$ cat src/rtl/lc3b_types.sv
// Shared gshare types: history checkpoints, controller states and
// 2-bit PHT counter encodings with their saturating update.
package lc3b_types;

  localparam int BHT_HMAX = 15;

  localparam logic [1:0] SNT = 2'b00;
  localparam logic [1:0] WNT = 2'b01;
  localparam logic [1:0] WT  = 2'b10;
  localparam logic [1:0] ST  = 2'b11;

  // Fields sized for the widest legal history; users take low bits.
  typedef struct packed {
    logic [BHT_HMAX-1:0] idx;
    logic [BHT_HMAX-1:0] ghr;
    logic [1:0]          ctr;
    logic                pred;
  } bht_ckpt_t;

  typedef enum logic [1:0] {
    INIT,
    RUN,
    RECOVER
  } bht_ctrl_state_t;

  function automatic logic [1:0] ctr_update(
    input logic [1:0] c,
    input logic       taken
  );
    logic [1:0] r;
    r = c;
    unique case (1'b1)
      taken && (c != ST):   r = c + 2'd1;
      !taken && (c != SNT): r = c - 2'd1;
      default:              r = c;
    endcase
    return r;
  endfunction

endpackage

$ cat src/rtl/bht_ckpt_fifo.sv
// In-order checkpoint queue for outstanding predictions.
// Flush empties the queue and overrides push/pop in that cycle.
import lc3b_types::*;

module bht_ckpt_fifo #(
  parameter  int DEPTH = 4,
  localparam int PW    = (DEPTH > 1) ? $clog2(DEPTH) : 1,
  localparam int CW    = $clog2(DEPTH) + 1
) (
  input  logic          clk,
  input  logic          rst_n,
  input  logic          push_i,
  input  bht_ckpt_t     din_i,
  input  logic          pop_i,
  input  logic          flush_i,
  output bht_ckpt_t     head_o,
  output logic [CW-1:0] count_o,
  output logic          full_o,
  output logic          empty_o
);

  bht_ckpt_t     mem_q [DEPTH];
  logic [PW-1:0] wr_q, wr_d;
  logic [PW-1:0] rd_q, rd_d;
  logic [CW-1:0] cnt_q, cnt_d;
  logic          do_push;
  logic          do_pop;

  function automatic logic [PW-1:0] inc(
    input logic [PW-1:0] p
  );
    return (p == PW'(DEPTH - 1)) ? '0 : p + 1'b1;
  endfunction

  assign full_o  = (cnt_q == CW'(DEPTH));
  assign empty_o = (cnt_q == '0);
  assign count_o = cnt_q;
  assign head_o  = mem_q[rd_q];

  assign do_push = push_i && !full_o && !flush_i;
  assign do_pop  = pop_i && !empty_o && !flush_i;

  always_comb begin
    wr_d  = wr_q;
    rd_d  = rd_q;
    cnt_d = cnt_q;
    if (flush_i) begin
      wr_d  = '0;
      rd_d  = '0;
      cnt_d = '0;
    end else begin
      if (do_push) wr_d = inc(wr_q);
      if (do_pop)  rd_d = inc(rd_q);
      cnt_d = cnt_q + CW'(do_push) - CW'(do_pop);
    end
  end

  always_ff @(posedge clk or negedge rst_n) begin
    if (!rst_n) begin
      wr_q  <= '0;
      rd_q  <= '0;
      cnt_q <= '0;
    end else begin
      wr_q  <= wr_d;
      rd_q  <= rd_d;
      cnt_q <= cnt_d;
    end
  end

  always_ff @(posedge clk) begin
    if (do_push) mem_q[wr_q] <= din_i;
  end

endmodule

$ cat src/rtl/global_bht_update_ctrl.sv
// Gshare sequencer: forms PHT index, speculates history, retires
// checkpoints in order, writes back counters and repairs on mispredict.
import lc3b_types::*;

module global_bht_update_ctrl #(
  parameter  int HIST_W = 8,
  parameter  int DEPTH  = 4,
  localparam int CW     = $clog2(DEPTH) + 1
) (
  input  logic              clk,
  input  logic              rst_n,
  input  logic              pred_valid,
  output logic              pred_ready,
  input  logic [15:0]       pred_pc,
  output logic [HIST_W-1:0] pred_idx,
  input  logic [1:0]        pht_rdata,
  output logic              pred_taken,
  input  logic              res_valid,
  input  logic              res_taken,
  output logic              mispredict,
  output logic              pht_we,
  output logic [HIST_W-1:0] pht_widx,
  output logic [1:0]        pht_wdata,
  output logic              ghr_write,
  output logic [HIST_W-1:0] ghr_datain,
  input  logic [HIST_W-1:0] ghr_dataout,
  output logic [CW-1:0]     occupancy,
  output logic              err_underflow
);

  bht_ctrl_state_t   state_q, state_d;
  bht_ckpt_t         head;
  bht_ckpt_t         ckpt;
  logic [CW-1:0]     count;
  logic              full;
  logic              empty;
  logic [1:0]        ctr_eff;
  logic              pred_fire;
  logic              resolve;
  logic              push;

  logic              pht_we_q, pht_we_d;
  logic [HIST_W-1:0] pht_widx_q, pht_widx_d;
  logic [1:0]        pht_wdata_q, pht_wdata_d;
  logic              err_q, err_d;

  assign pred_idx = ghr_dataout ^ pred_pc[HIST_W:1];

  // Last cycle's writeback may target the index being read now.
  assign ctr_eff = (pht_we_q && pht_widx_q == pred_idx)
                 ? pht_wdata_q : pht_rdata;

  assign pred_taken = ctr_eff[1];
  assign pred_ready = (state_q == RUN) && !full;
  assign pred_fire  = pred_valid && pred_ready;
  assign resolve    = res_valid && !empty;
  assign mispredict = resolve && (res_taken != head.pred);
  assign push       = pred_fire && !mispredict;

  always_comb begin
    ckpt      = '0;
    ckpt.idx  = BHT_HMAX'(pred_idx);
    ckpt.ghr  = BHT_HMAX'(ghr_dataout);
    ckpt.ctr  = ctr_eff;
    ckpt.pred = ctr_eff[1];
  end

  bht_ckpt_fifo #(
    .DEPTH(DEPTH)
  ) u_fifo (
    .clk     (clk),
    .rst_n   (rst_n),
    .push_i  (push),
    .din_i   (ckpt),
    .pop_i   (resolve),
    .flush_i (mispredict),
    .head_o  (head),
    .count_o (count),
    .full_o  (full),
    .empty_o (empty)
  );

  assign occupancy = count;

  always_ff @(posedge clk or negedge rst_n) begin
    if (!rst_n) state_q <= INIT;
    else        state_q <= state_d;
  end

  always_comb begin
    state_d = state_q;
    unique case (state_q)
      INIT:    state_d = RUN;
      RUN:     if (mispredict) state_d = RECOVER;
      RECOVER: state_d = RUN;
      default: state_d = INIT;
    endcase
  end

  // History repair takes priority over speculative update.
  always_comb begin
    ghr_write  = 1'b0;
    ghr_datain = '0;
    unique case (state_q)
      INIT: ghr_write = rst_n;
      default: begin
        if (mispredict) begin
          ghr_write  = 1'b1;
          ghr_datain = {head.ghr[HIST_W-2:0], res_taken};
        end else if (pred_fire) begin
          ghr_write  = 1'b1;
          ghr_datain = {ghr_dataout[HIST_W-2:0], pred_taken};
        end
      end
    endcase
  end

  always_comb begin
    pht_we_d    = resolve;
    pht_widx_d  = pht_widx_q;
    pht_wdata_d = pht_wdata_q;
    if (resolve) begin
      pht_widx_d  = head.idx[HIST_W-1:0];
      pht_wdata_d = ctr_update(head.ctr, res_taken);
    end
    err_d = err_q || (res_valid && empty);
  end

  always_ff @(posedge clk or negedge rst_n) begin
    if (!rst_n) begin
      pht_we_q    <= 1'b0;
      pht_widx_q  <= '0;
      pht_wdata_q <= SNT;
      err_q       <= 1'b0;
    end else begin
      pht_we_q    <= pht_we_d;
      pht_widx_q  <= pht_widx_d;
      pht_wdata_q <= pht_wdata_d;
      err_q       <= err_d;
    end
  end

  assign pht_we        = pht_we_q;
  assign pht_widx      = pht_widx_q;
  assign pht_wdata     = pht_wdata_q;
  assign err_underflow = err_q;

endmodule

$ cat config.mk
export PLATFORM = sky130hd
export DESIGN_NAME = global_bht_update_ctrl
export DESIGN_NICKNAME = d
export VERILOG_FILES = /design/src/rtl/lc3b_types.sv /design/src/rtl/bht_ckpt_fifo.sv /design/src/rtl/global_bht_update_ctrl.sv
export SDC_FILE = /design/constraint.sdc
export NUM_CORES = 1
export LEC_CHECK = 0
export CAP_MARGIN = 5
export CELL_PAD_IN_SITES_DETAIL_PLACEMENT = 1
export CELL_PAD_IN_SITES_GLOBAL_PLACEMENT = 2
export CORE_MARGIN = 3
export CORE_UTILIZATION = 38
export CTS_CLUSTER_DIAMETER = 40
export DETAILED_ROUTE_END_ITERATION = 10
export GPL_TIMING_DRIVEN = 0
export PLACE_DENSITY = 0.87
export SLEW_MARGIN = 25
export SYNTH_ARGS = -nofsm -noshare
export SYNTH_HDL_FRONTEND = slang
export SYNTH_SLANG_ARGS = --single-unit
$ cat constraint.sdc
create_clock -name clk -period 3.3 [get_ports clk]
set_input_delay 0.66 -clock clk [delete_from_list [all_inputs] [get_ports clk]]
set_output_delay 0.66 -clock clk [all_outputs]
set_load 0.005 [all_outputs]
After elaboration in Yosys (flattened, before gate mapping) --
Memory sizes are Yosys's and may differ from the RTL's. Cells that the tools add are included.
Word-level totals: register bits 21, bits in writable memories 76, bits of input ports 31, memories kept 1
Operators by class: $add $sub $neg 6, equal/unequal tests 9, multiplexer cells 19, bitwise operators 1, reductions and logical operators 24
Memory list:
- u_fifo.mem_q | depth 4, bits a word 19, read ports 1, clocked after Yosys merged registers in 0, wr ports 1, line bht_ckpt_fifo.sv:22 | bht_ckpt_t mem_q [DEPTH];
Operator list (number):
- 8-bit 2-to-1 mux | 3
- 2-bit 2-to-1 mux | 8
- 1-bit logical AND | 13
- 8-bit == test | 1
- 2-bit case mux with 2 select lines | 2
- 8-bit XOR | 1
- 2-bit by 1-bit adder with 2-bit output (second input constant) | 3
- 2-bit == test (second input constant) | 3
- 2-bit nonzero test | 3
- 1-bit 2-to-1 mux | 5
- 1-bit zero test | 4
- 3-bit by 1-bit adder with 3-bit output | 1
- 3-bit == test (second input constant) | 1
- 3-bit zero test | 1
- 3-bit 2-to-1 mux | 1
- 3-bit by 1-bit subtractor with 3-bit output | 1
- 2-bit by 1-bit == test with 1-bit output (second input constant) | 1
- 2-bit zero test | 1
- 2-bit by 1-bit != test with 1-bit output (second input constant) | 1
- 2-bit != test (second input constant) | 1
- 2-bit OR reduction | 1
- 2-bit by 1-bit subtractor with 2-bit output (second input constant) | 1
- 1-bit logical OR | 1
- 1-bit != test | 1

Longest topological paths before layout --
Gate-level depths: netlist (run 1).
word-level depth 11, mapped depth 13, gate-level depth less buffers 12

Hierarchy --
Synthesis (run 1) repeated with hierarchy kept, for this count alone.
Second synthesis, totals: cells, all modules 323, area, all modules 6214.7 um^2
Modules (own cells, without submodules):
- bht_ckpt_fifo | instances 1, cells each 220, area each 5243.8 um^2, sequential area each 4139.0 um^2
- global_bht_update_ctrl | instances 1, cells each 103, area each 970.9 um^2, sequential area each 350.3 um^2

Worst setup path before layout (run 1) --
Ideal clock, no wire load.
kind reg2reg, start point reg u_fifo.rd_q[0], end point reg u_fifo.cnt_q[2] (netlist: u_fifo.count_o[2]), setup time 0.119 ns, arrival time 2.761 ns, slack 0.420 ns, stages on the path, launching flop included 14, path through dfrtp_1 > buf_6 > mux4_2 > xnor2_4 > nor2_2 > nor2_1 > ha_1 > inv_1 > ha_1 > inv_1 > fa_1 > xor2_1 > xnor2_1 > nor2_1
On the way: longest elaborated chain between the ends 10, elaborated cells between the ends (all ways) 11, those cells by class add/sub (2); eq/ne (1); mux (1); reduce/logical (6); memory (1)
Ends and longest elaborated chain:
- from (decl) | line bht_ckpt_fifo.sv:24 | logic [PW-1:0] rd_q, rd_d;
- from (signal assigned) | line bht_ckpt_fifo.sv:65 | rd_q <= rd_d;
- memory read 4 x 19 bit (*)
- 1-bit != test (*) | line global_bht_update_ctrl.sv:57 | assign mispredict = resolve && (res_taken != head.pred);
- 1-bit logical AND (*) | line global_bht_update_ctrl.sv:57
- 1-bit zero test | line bht_ckpt_fifo.sv:40, bht_ckpt_fifo.sv:41, global_bht_update_ctrl.sv:58
- 1-bit logical AND | line global_bht_update_ctrl.sv:58 | assign push = pred_fire && !mispredict;
- 1-bit logical AND (2 in a row) | line bht_ckpt_fifo.sv:40 | assign do_push = push_i && !full_o && !flush_i;
- 3-bit by 1-bit adder with 3-bit output | line bht_ckpt_fifo.sv:54 | cnt_d = cnt_q + CW'(do_push) - CW'(do_pop);
- 3-bit by 1-bit subtractor with 3-bit output | line bht_ckpt_fifo.sv:54
- 3-bit 2-to-1 mux (*) | line bht_ckpt_fifo.sv:47 | if (flush_i) begin
- net u_fifo.cnt_d[2] | line bht_ckpt_fifo.sv:25 | logic [CW-1:0] cnt_q, cnt_d;
- to (signal assigned) | line bht_ckpt_fifo.sv:66 | cnt_q <= cnt_d;
- to (decl) | line bht_ckpt_fifo.sv:25
The timed path passes the listed nets; every way through them passes the cells marked *. A chain may end at the register's enable or synchronous reset.

Worst setup path in the final report (run 1) --
start point in pred_pc[1], end point out pred_taken
On the way: longest elaborated chain between the ends 4
Ends and longest elaborated chain:
- from (decl) | line global_bht_update_ctrl.sv:14 | input logic [15:0] pred_pc,
- 8-bit XOR | line global_bht_update_ctrl.sv:47 | assign pred_idx = ghr_dataout ^ pred_pc[HIST_W:1];
- 8-bit == test | line global_bht_update_ctrl.sv:50 | assign ctr_eff = (pht_we_q && pht_widx_q == pred_idx)
- 1-bit logical AND | line global_bht_update_ctrl.sv:50
- 2-bit 2-to-1 mux | line global_bht_update_ctrl.sv:51 | ? pht_wdata_q : pht_rdata;
- to (decl) | line global_bht_update_ctrl.sv:17 | output logic pred_taken,
Every way passes these cells.

==> flow_metrics.py, run 1 <==
metrics = {
    "yosys": {
        "synth-seq-area-share_pct": 65.6,
        "synth_edf_count": 68,
        "syn_area_per_cell_sq_um": 16.3,
        "yosysUniqueCellTypes": 40,
        "ys.flop_type": "edfxtp_1",
        "synth_warnings": 0,
        "synth_most_common_cell": "edfxtp_1",
        "synthTopCellsByCount": "68 x edfxtp_1, 37 x nand2_1, 21 x dfrtp_1, 13 x mux4_2, 13 x nor2_1",
        "synthCells": 240,
        "synth_top_area_share_pct": 52.2,
        "yosys-top-cells-area": "edfxtp_1 52%, dfrtp_1 13%, mux4_2 7.5%",
        "syn-num-nets": 279,
        "synth_area_sq_um": 3910,
        "yosysTopAreaCell": "edfxtp_1",
        "synthArstFlopShare_pct": 23.6,
        "synth-seq-cells": 89,
    },
    "layout": {
        "area_delta_synth_final_pct": 27.7,
        "drive_gt1_share_pct": 25.6,
        "diodes": 0,
        "fin_util_pct": 50.4,
        "fillers": 1010,
        "fin_nets": 366,
        "final_area_sq_um": 5000,
    },
    "timing": {
        "slew_headroom_pct": 36.1,
        "period_share_pct": 98.1,
        "setup_viol": 0,
        "final-hold-violation-count": 0,
        "final.min_clock_period_ns": 3.24,
        "finClkSkew_ns": 0.0137,
        "rsz0062_at_grt": "no",
        "timing.fmax_mhz": 309,
        "setup_ws_ns": 0.0637,
        "maxSlewViolCount": 0,
        "tns_ns": 0,
        "worstMarginPinSlew_ns": 0.959,
    },
    "critical_path": {
        "critPathRequiredTime_ns": 2.64,
        "reg2reg_depth": 15,
        "crit_path_end_kind": "output port",
        "worst_setup_path_start_kind": "primary input",
        "crit_fanout": 2,
        "critical_path_class": "in -> out",
        "arrival_ns": 2.58,
    },
    "global_routing": {
        "gr-total-overflow": 0,
        "antenna_found_initial": 0,
        "grt_max_degree": 23,
        "grt_pass1_wl_microns": 14600,
        "grt_pass1_vias": 2563,
        "grt_use_total_pct": 17.1,
    },
    "clock_tree": {
        "clockRootBuffer": "clkbuf_8",
        "cts_buffer_depth": 2,
        "cts_max_level": 3,
        "cts_tree": "done",
        "clk_pin_slew_ns": 0.10,
        "numCtsBuffers": 9,
        "clock_insertion_delay_worst_skew_ns": 0.36,
        "cts.sink_count": 89,
    },
    "die": {
        "die_x_microns": 107,
        "rows": 36,
        "top_level_ports": 66,
        "die_y_microns": 107,
        "core_area_sq_um": 9910,
        "initial_core_util_pct": 39.5,
        "die_area_sq_um": 11500,
    },
    "drt": {
        "post_drt_wl_per_cell_microns": 19.9,
        "drtPass1Iterations": 4,
        "ant_nets": 0,
        "routed_wl_microns": 9270,
        "num_vias": 2351,
        "drc": 0,
        "routed_via_density": 5.06,
        "drt_iter0_drc": 131,
    },
    "placed_design": {
        "place.gp.congestion": 0.758,
        "place_ws_ns": -1.15,
        "port_buffers": 57,
        "hpwl_microns": 5930,
        "dpl_cell_area_sq_um": 4640,
    },
    "power_and_ir_drop": {
        "p_leak_nw": 2.00,
        "p_per_area_nw_per_um2": 833,
        "irDropWorstVdd_mv": 0.292,
    },
    "job": {
        "maxCapViolCount": 0,
    },
    "status": {
        "status": "finished, final reports clean",
    },
    "worst_hold_path": {
        "hold_path.class": "in -> async",
    },
}
[final timing paths]
check | start | end | slack, ns
hold reg to reg | err_underflow$_DFF_PN0_ | err_underflow$_DFF_PN0_ | 0.46
hold / removal | rst_n | u_fifo.wr_q[0]$_DFFE_PN0P_ | 0.28
max in group asynchronous | rst_n | pht_widx[5]$_DFFE_PN0P_ | 2.62
setup reg to reg | u_fifo.rd_q[0]$_DFFE_PN0P_ | u_fifo.count_o[2]$_DFF_PN0_ | 0.19
min in group clk | err_underflow$_DFF_PN0_ | err_underflow$_DFF_PN0_ | 0.46
setup / recovery | pred_pc[1] | pred_taken | 0.06
[layout by cell type, fill, tap and decap left out, types with 2 or more instances in the layout]
cell type	Yosys	routed
a21oi_1	4	4
clkdlybuf4s50_1	0	30
clkbuf_1	2	2
and2_1	6	5
edfxtp_1	68	68
xor2_1	10	8
dfrtp_1	21	21
xor2_2	0	2
a22oi_2	0	5
buf_6	3	3
nand2_2	1	2
nor2_1	13	13
nor3_1	2	2
buf_2	3	7
nand2_1	37	36
clkinv_2	0	2
ha_1	7	7
inv_1	7	7
nor2b_1	2	2
mux4_2	13	13
clkinv_4	0	2
dlymetal6s2s_1	0	4
clkbuf_8	0	9
buf_4	0	18
dlygate4sd2_1	0	7
a21o_1	2	2
mux4_1	4	4
o21ai_0	2	2
clkbuf_2	0	9
xnor3_1	7	7
[per-stage QoR]
step | instances | hold slack [ns] | total power, mW
floorplan | 240 | 0.364 | 2.54
finish | 465 | 0.280 | 4.16
detailed placement | 430 | 0.445 | 3.22
global placement | 430 | 0.439 | 3.17
global route | 465 | 0.306 | 4.42
CTS | 463 | 0.290 | 4.16
[area by class of cell]
class                      count  area (sq um)  share of cell area, %
sequential                    89          2570                   51.4
inverter                       7          26.3                  0.526
tap                          133           166                   3.33
clock buffer                   9           124                   2.48
timing repair buffer          76           649                   13.0
buffer                         9          66.3                   1.33
multi-input combinational    135          1330                   26.5
clock inverter                 7          70.1                   1.40
[cells by family (layout without fill, tap and decap cells)]
group                      count (synthesis)  in the layout  share of synthesized area (%)
and+or+nand+nor                           69             69                           7.80
buffers and inverters                     16            108                           2.21
xor gates and xnor gates                  19             19                           7.20
muxes                                     19             19                           10.7
AOI/OAI and AO/OA                         19             19                           3.42
DFF                                       89             89                           65.6
adders and majority gates                  9              9                           3.01
[report_power, final]
| part | internal, mW | leakage [nW] | total [mW] | switching (mW) |
|---|---|---|---|---|
| registers | 1.47 | 0.873 | 1.60 | 0.139 |
| clock network | 0.350 | 0.101 | 0.750 | 0.399 |
| logic | 0.959 | 1.03 | 1.81 | 0.851 |
[critical path: stages]
cell	delay, ns
clkdlybuf4s15_1	0.19
xnor3_1	0.39
nand4_1	0.20
nor4_4	0.40
mux2_4	0.34
buf_4	0.13
dlygate4sd2_1	0.26
[flip-flops by register name (all words and copies together), names as in the netlist]
| register | flops |
|---|---|
| pht_wdata | 2 |
| u_fifo.rd_q | 2 |
| u_fifo.wr_q | 2 |
| u_fifo.mem_q | 68 |
| err_underflow | 1 |
| pht_widx | 8 |
| state_q | 2 |
| pht_we | 1 |
| u_fifo.count_o | 3 |
[per-layer routing]
metal  up-vias  track usage (%)  wire, microns
met5         -                0              0
met4         0             6.22            182
met3        16             3.66            394
met2        64             28.2           4630
met1      1211             22.5           4070
li1       1060                -              -
[timing repair]
action / 4_1_cts / 5_1_grt
setup endpoints to repair: 11 / 10
setup buffers: 17 / 2
gates cloned: 0 / 0
pin swaps: 12 / 8
hold buffers: 0 / 0
gates resized for setup: 46 / 32
No activity file was read; power rests on OpenSTA's default activity.
==> inputs of run 2 (changes only) <==
- CELL_PAD_IN_SITES_DETAIL_PLACEMENT: 1 -> 0
- CELL_PAD_IN_SITES_GLOBAL_PLACEMENT: 2 -> 1
- CORE_UTILIZATION: 38 -> 44
- PLACE_DENSITY: 0.87 -> 0.86
==> flow_metrics.py, run 2 (synthesis gave the netlist of run 1 again) <==
metrics = {
    "global_routing": {
        "grt_pass1_vias": 2369,
        "gr-total-overflow": 0,
        "grt_use_total_pct": 17.4,
        "antenna_found_initial": 0,
        "grt_pass1_wl_microns": 12900,
        "grt_max_degree": 23,
    },
    "status": {
        "status": "finished, final reports clean",
    },
    "critical_path": {
        "r2r_start": "u_fifo.rd_q[0]$_DFFE_PN0P_",
        "critPathRequiredTime_ns": 2.64,
        "crit_path_end_kind": "output port",
        "startpoint": "u_fifo.rd_q[0]$_DFFE_PN0P_",
        "crit_fanout": 9,
        "arrival_ns": 2.55,
        "critical_path_class": "reg -> out",
        "worst_setup_path_start_kind": "flop",
    },
    "die": {
        "core_area_sq_um": 8420,
        "die_y_microns": 100,
        "rows": 33,
        "initial_core_util_pct": 46.4,
        "top_level_ports": 66,
        "die_area_sq_um": 10100,
        "die_x_microns": 100,
    },
    "job": {
        "maxCapViolCount": 0,
    },
    "power_and_ir_drop": {
        "p_leak_nw": 1.94,
        "power_mw": 4.04,
        "comb_power_share_pct": 42.5,
        "seq_power_share_pct": 39.7,
        "internal_power_mw": 2.74,
        "swShare_pct": 32.2,
        "power.share.clock_pct": 17.8,
        "p_per_area_nw_per_um2": 818,
        "irDropWorstVdd_mv": 0.441,
        "switchingPower_mw": 1.30,
    },
    "clock_tree": {
        "clk_pin_slew_ns": 0.09,
        "cts_buffer_depth": 2,
        "clock_insertion_delay_worst_skew_ns": 0.35,
        "cts_tree": "done",
        "cts.sink_count": 89,
        "clockRootBuffer": "clkbuf_8",
        "numCtsBuffers": 9,
        "cts_max_level": 3,
    },
    "timing": {
        "timing.fmax_mhz": 311,
        "setup_viol": 0,
        "slew_headroom_pct": 35.7,
        "final-hold-violation-count": 0,
        "setup_ws_ns": 0.0893,
        "period_share_pct": 97.3,
        "timing.hold.ws_ns": 0.297,
        "maxSlewViolCount": 0,
        "finClkSkew_ns": 0.00900,
        "worstMarginPinSlew_ns": 0.964,
        "rsz0062_at_grt": "yes",
        "final.min_clock_period_ns": 3.21,
    },
    "drt": {
        "routed_wl_microns": 8330,
        "drtPass1Iterations": 4,
        "post_drt_wl_per_cell_microns": 19.3,
        "drc": 0,
        "num_vias": 2291,
        "drt_iter0_drc": 129,
        "routed_via_density": 5.30,
        "ant_nets": 0,
    },
    "placed_design": {
        "port_buffers": 57,
        "post-place-cells": 402,
        "hpwl_microns": 5290,
        "place_ws_ns": -0.963,
        "place.gp.congestion": 0.719,
    },
    "layout": {
        "drive_gt1_share_pct": 20.8,
        "fin_cells": 432,
        "area_delta_synth_final_pct": 26.3,
        "diodes": 0,
        "fin_nets": 362,
        "fin_util_pct": 58.7,
        "final_common_cell": "edfxtp_1",
        "final_cell_mix": "68 x edfxtp_1, 36 x nand2_1, 34 x clkdlybuf4s50_1",
        "largest_register_ffs": 68,
        "max_flop_register": "u_fifo.mem_q",
        "fillers": 686,
    },
    "worst_hold_path": {
        "hold_path.class": "in -> async",
    },
}
==> run 2: cell type report <==
class	count	area, sq um	area share [%]
plain buffers	9	63.8	1.29
multi-input cells	135	1300	26.2
inverters	7	26.3	0.532
well taps	105	131	2.66
clock inverters	4	53.8	1.09
repair buffers	72	671	13.6
clock buffers	11	131	2.66
flip-flops and latches	89	2570	52.0
==> run 2: power by group through the flow <==
stage	sequential, mW	combinational (mW)	clock, mW
5_1_grt	1.63	1.87	0.778
3_5_place_dp	1.63	1.57	0
6_report	1.60	1.72	0.720
4_1_cts	1.61	1.70	0.735
2_1_floorplan	1.59	0.945	0
3_3_place_gp	1.61	1.55	0
==> run 2: final timing paths <==
path,cells past startpoint,endpoint,slack [ns]
min reg2reg,1,err_underflow$_DFF_PN0_,0.47
min,1,u_fifo.count_o[2]$_DFF_PN0_,0.30
max,7,mispredict,0.09
max reg2reg,15,u_fifo.count_o[2]$_DFF_PN0_,0.23
max in group asynchronous,1,pht_widx[6]$_DFFE_PN0P_,2.61
min in group clk,1,err_underflow$_DFF_PN0_,0.47
==> run 2: per-layer routing <==
metal | share of wire [%] | global-route usage [%] | routed length, microns
met1 | 45 | 23.5 | 3710
met2 | 49 | 28.4 | 4100
met3 | 5.1 | 4.59 | 425
met4 | 1.2 | 4.35 | 97
met5 | 0 | 0 | 0
==> run 2: per-stage QoR <==
step / instance area [sq um] / TNS [ns]
after floorplan: 3910 / 0
after global placement: 4610 / -2.30
after detailed placement: 4610 / -2.14
after CTS: 4910 / -0.0150
after global routing: 4940 / -0.00122
final: 4940 / 0
==> run 2: timing repair <==
item / in CTS / in global routing
gates resized for setup: 40 / 9
setup buffers: 10 / 3
pin swaps: 10 / 7
endpoints found under the setup margin: 11 / 7
hold buffers: 0 / 0
==> run 2: critical path, stage by stage, from the launching register on <==
cell and delay [ns]:
dfrtp_1 0.40, buf_8 0.11, mux4_2 0.56, xnor2_4 0.18, buf_4 0.15, nor2_4 0.15
buf_6 0.16, clkdlybuf4s50_1 0.50
==> inputs of run 3 (changes only) <==
--- a/config.mk
+++ b/config.mk
@@ -14,4 +14,5 @@
 export DETAILED_ROUTE_END_ITERATION = 10
 export GPL_TIMING_DRIVEN = 0
+export MAX_ROUTING_LAYER = met4
 export PLACE_DENSITY = 0.86
 export SLEW_MARGIN = 25
==> constraint.sdc (replaced) <==
create_clock -name clk -period 3.3 [get_ports clk]
set_input_delay 0.825 -clock clk [delete_from_list [all_inputs] [get_ports clk]]
set_output_delay 0.825 -clock clk [all_outputs]
set_load 0.005 [all_outputs]
==> flow_metrics.py, run 3 (synthesis gave the netlist of run 1 again) <==
metrics = {
    "global_routing": {
        "grt_max_degree": 23,
        "grt_pass1_vias": 2341,
        "gr-total-overflow": 0,
        "grt_pass1_wl_microns": 12900,
        "antenna_found_initial": 0,
        "grt_busiest_layer": "met2",
        "gr-usage-met3_pct": 5.28,
        "grt_util_met2_pct": 28.1,
        "grt_use_total_pct": 18.0,
        "grtUsageMet1_pct": 23.7,
    },
    "die": {
        "die_area_sq_um": 10100,
        "core_area_sq_um": 8420,
        "die_y_microns": 100,
        "die_x_microns": 100,
        "rows": 33,
        "initial_core_util_pct": 46.4,
        "top_level_ports": 66,
    },
    "critical_path": {
        "arrival_ns": 2.45,
        "crit_path_end_kind": "output port",
        "crit_fanout": 7,
        "crit_slowest_cell": "nor4_4",
        "critical_path_class": "in -> out",
        "critPathMaxStageDelay_ns": 0.41,
        "worstPathCellList": "clkdlybuf4s15_2 -> xnor3_1 -> nand2_2 -> nor4_4 -> mux2_4 -> a21o_1 -> clkbuf_2",
        "critPathRequiredTime_ns": 2.47,
        "worst_setup_path_start_kind": "primary input",
    },
    "layout": {
        "final_cell_mix": "68 x edfxtp_1, 35 x nand2_1, 29 x clkdlybuf4s50_1",
        "fin_nets": 361,
        "area_delta_synth_final_pct": 26.6,
        "multiInputGateArea_sq_um": 1330,
        "largest_register_ffs": 68,
        "fillers": 681,
        "drive_gt1_share_pct": 24.5,
        "diodes": 0,
        "fin_util_pct": 58.8,
        "max_flop_register": "u_fifo.mem_q",
        "final_common_cell": "edfxtp_1",
        "layout.area.seq_sq_um": 2570,
    },
    "worst_hold_path": {
        "hold_path.class": "in -> async",
    },
    "clock_tree": {
        "clk_pin_slew_ns": 0.08,
        "clock_insertion_delay_worst_skew_ns": 0.35,
        "cts_buffer_depth": 2,
        "cts.sink_count": 89,
        "cts_max_level": 3,
        "cts_tree": "done",
        "numCtsBuffers": 9,
        "hold_buffers": 0,
        "clockRootBuffer": "clkbuf_8",
    },
    "timing": {
        "finClkSkew_ns": 0.00831,
        "period_share_pct": 99.4,
        "final-hold-violation-count": 0,
        "tns_ns": 0,
        "rsz0062_at_grt": "yes",
        "setup_viol": 0,
        "worstMarginPinSlew_ns": 0.953,
        "maxSlewViolCount": 0,
        "final.min_clock_period_ns": 3.28,
        "timing.fmax_mhz": 305,
        "slew_headroom_pct": 36.5,
    },
    "placed_design": {
        "port_buffers": 57,
        "place.gp.congestion": 0.728,
        "hpwl_microns": 5290,
    },
    "drt": {
        "drc": 0,
        "ant_nets": 0,
        "post_drt_wl_per_cell_microns": 19.6,
        "drt_iter0_drc": 113,
        "num_vias": 2285,
        "routed_wl_microns": 8430,
        "routed_via_density": 5.30,
        "drtPass1Iterations": 4,
    },
    "power_and_ir_drop": {
        "power_mw": 4.07,
        "p_leak_nw": 1.96,
        "p_per_area_nw_per_um2": 821,
        "irDropWorstVdd_mv": 0.440,
    },
    "job": {
        "maxCapViolCount": 0,
    },
    "status": {
        "status": "finished, final reports clean",
    },
}
[run 3: cell types whose count changed in the layout (fill, tap and decap cells not counted), moves of 2 or more]
cell	previous run	this run
a22oi_2	0	3
dlymetal6s2s_1	1	3
buf_2	4	10
dlygate4sd2_1	11	6
clkdlybuf4s15_2	4	2
clkdlybuf4s50_1	34	29
clkdlybuf4s15_1	1	4
a22oi_1	6	3
[run 3: path summary, 6_finish.rpt]
kind | from | to | slack (ns) | cells past startpoint
worst min-delay path | rst_n | u_fifo.count_o[2]$_DFF_PN0_ | 0.46 | 1
max in group asynchronous | rst_n | pht_widx[6]$_DFFE_PN0P_ | 2.46 | 1
min in group clk | err_underflow$_DFF_PN0_ | err_underflow$_DFF_PN0_ | 0.47 | 1
worst min register to register | err_underflow$_DFF_PN0_ | err_underflow$_DFF_PN0_ | 0.47 | 1
worst max-delay path | ghr_dataout[4] | ghr_datain[0] | 0.02 | 7
worst max register to register | u_fifo.rd_q[0]$_DFFE_PN0P_ | u_fifo.count_o[2]$_DFF_PN0_ | 0.40 | 13
[run 3: cell type report]
type	count	area share [%]
Buffer	8	1.14
Clock buffer	11	2.65
Clock inverter	4	1.09
Inverter	7	0.530
Multi-Input combinational cell	135	26.7
Sequential cell	89	51.8
Tap cell	105	2.65
Timing Repair Buffer	72	13.4
[run 3: where the power goes]
| part | total [mW] | internal [mW] | switching [mW] |
|---|---|---|---|
| Combinational | 1.74 | 0.939 | 0.805 |
| Sequential | 1.61 | 1.46 | 0.142 |
| Clock | 0.719 | 0.349 | 0.370 |
[run 3: timing repair]
item	CTS	global route
cloned	0	1
endpoints found under the setup margin	12	11
gates resized for setup	72	21
pin swaps	15	10
setup buffers	8	5
[run 3: layer usage]
metal / vias up / share of wire, % / routed length, microns
met2: 75 / 50 / 4210
met5: - / 0 / 0
met1: 1147 / 44 / 3680
met4: 0 / 0.81 / 68
li1: 1053 / - / -
met3: 10 / 5.6 / 475
[run 3: critical path, delay by kind of cell]
| family | cells | cell delay (ns) |
|---|---|---|
| and+or+nand+nor | 2 | 0.49 |
| muxes | 1 | 0.35 |
| AOI/OAI and AO/OA | 1 | 0.16 |
| xor gates and xnor gates | 1 | 0.25 |
| buffers and inverters | 2 | 0.37 |
[run 3: through the flow]
stage	setup slack (ns)	hold WS, ns	cell area [sq um]	cells
6_report	0.0212	0.459	4950	431
5_1_grt	-0.0376	0.473	4950	431
4_1_cts	-0.164	0.469	4870	425
3_5_place_dp	-1.29	0.459	4610	402
3_3_place_gp	-1.34	0.438	4610	402
2_1_floorplan	0.235	0.446	3910	240
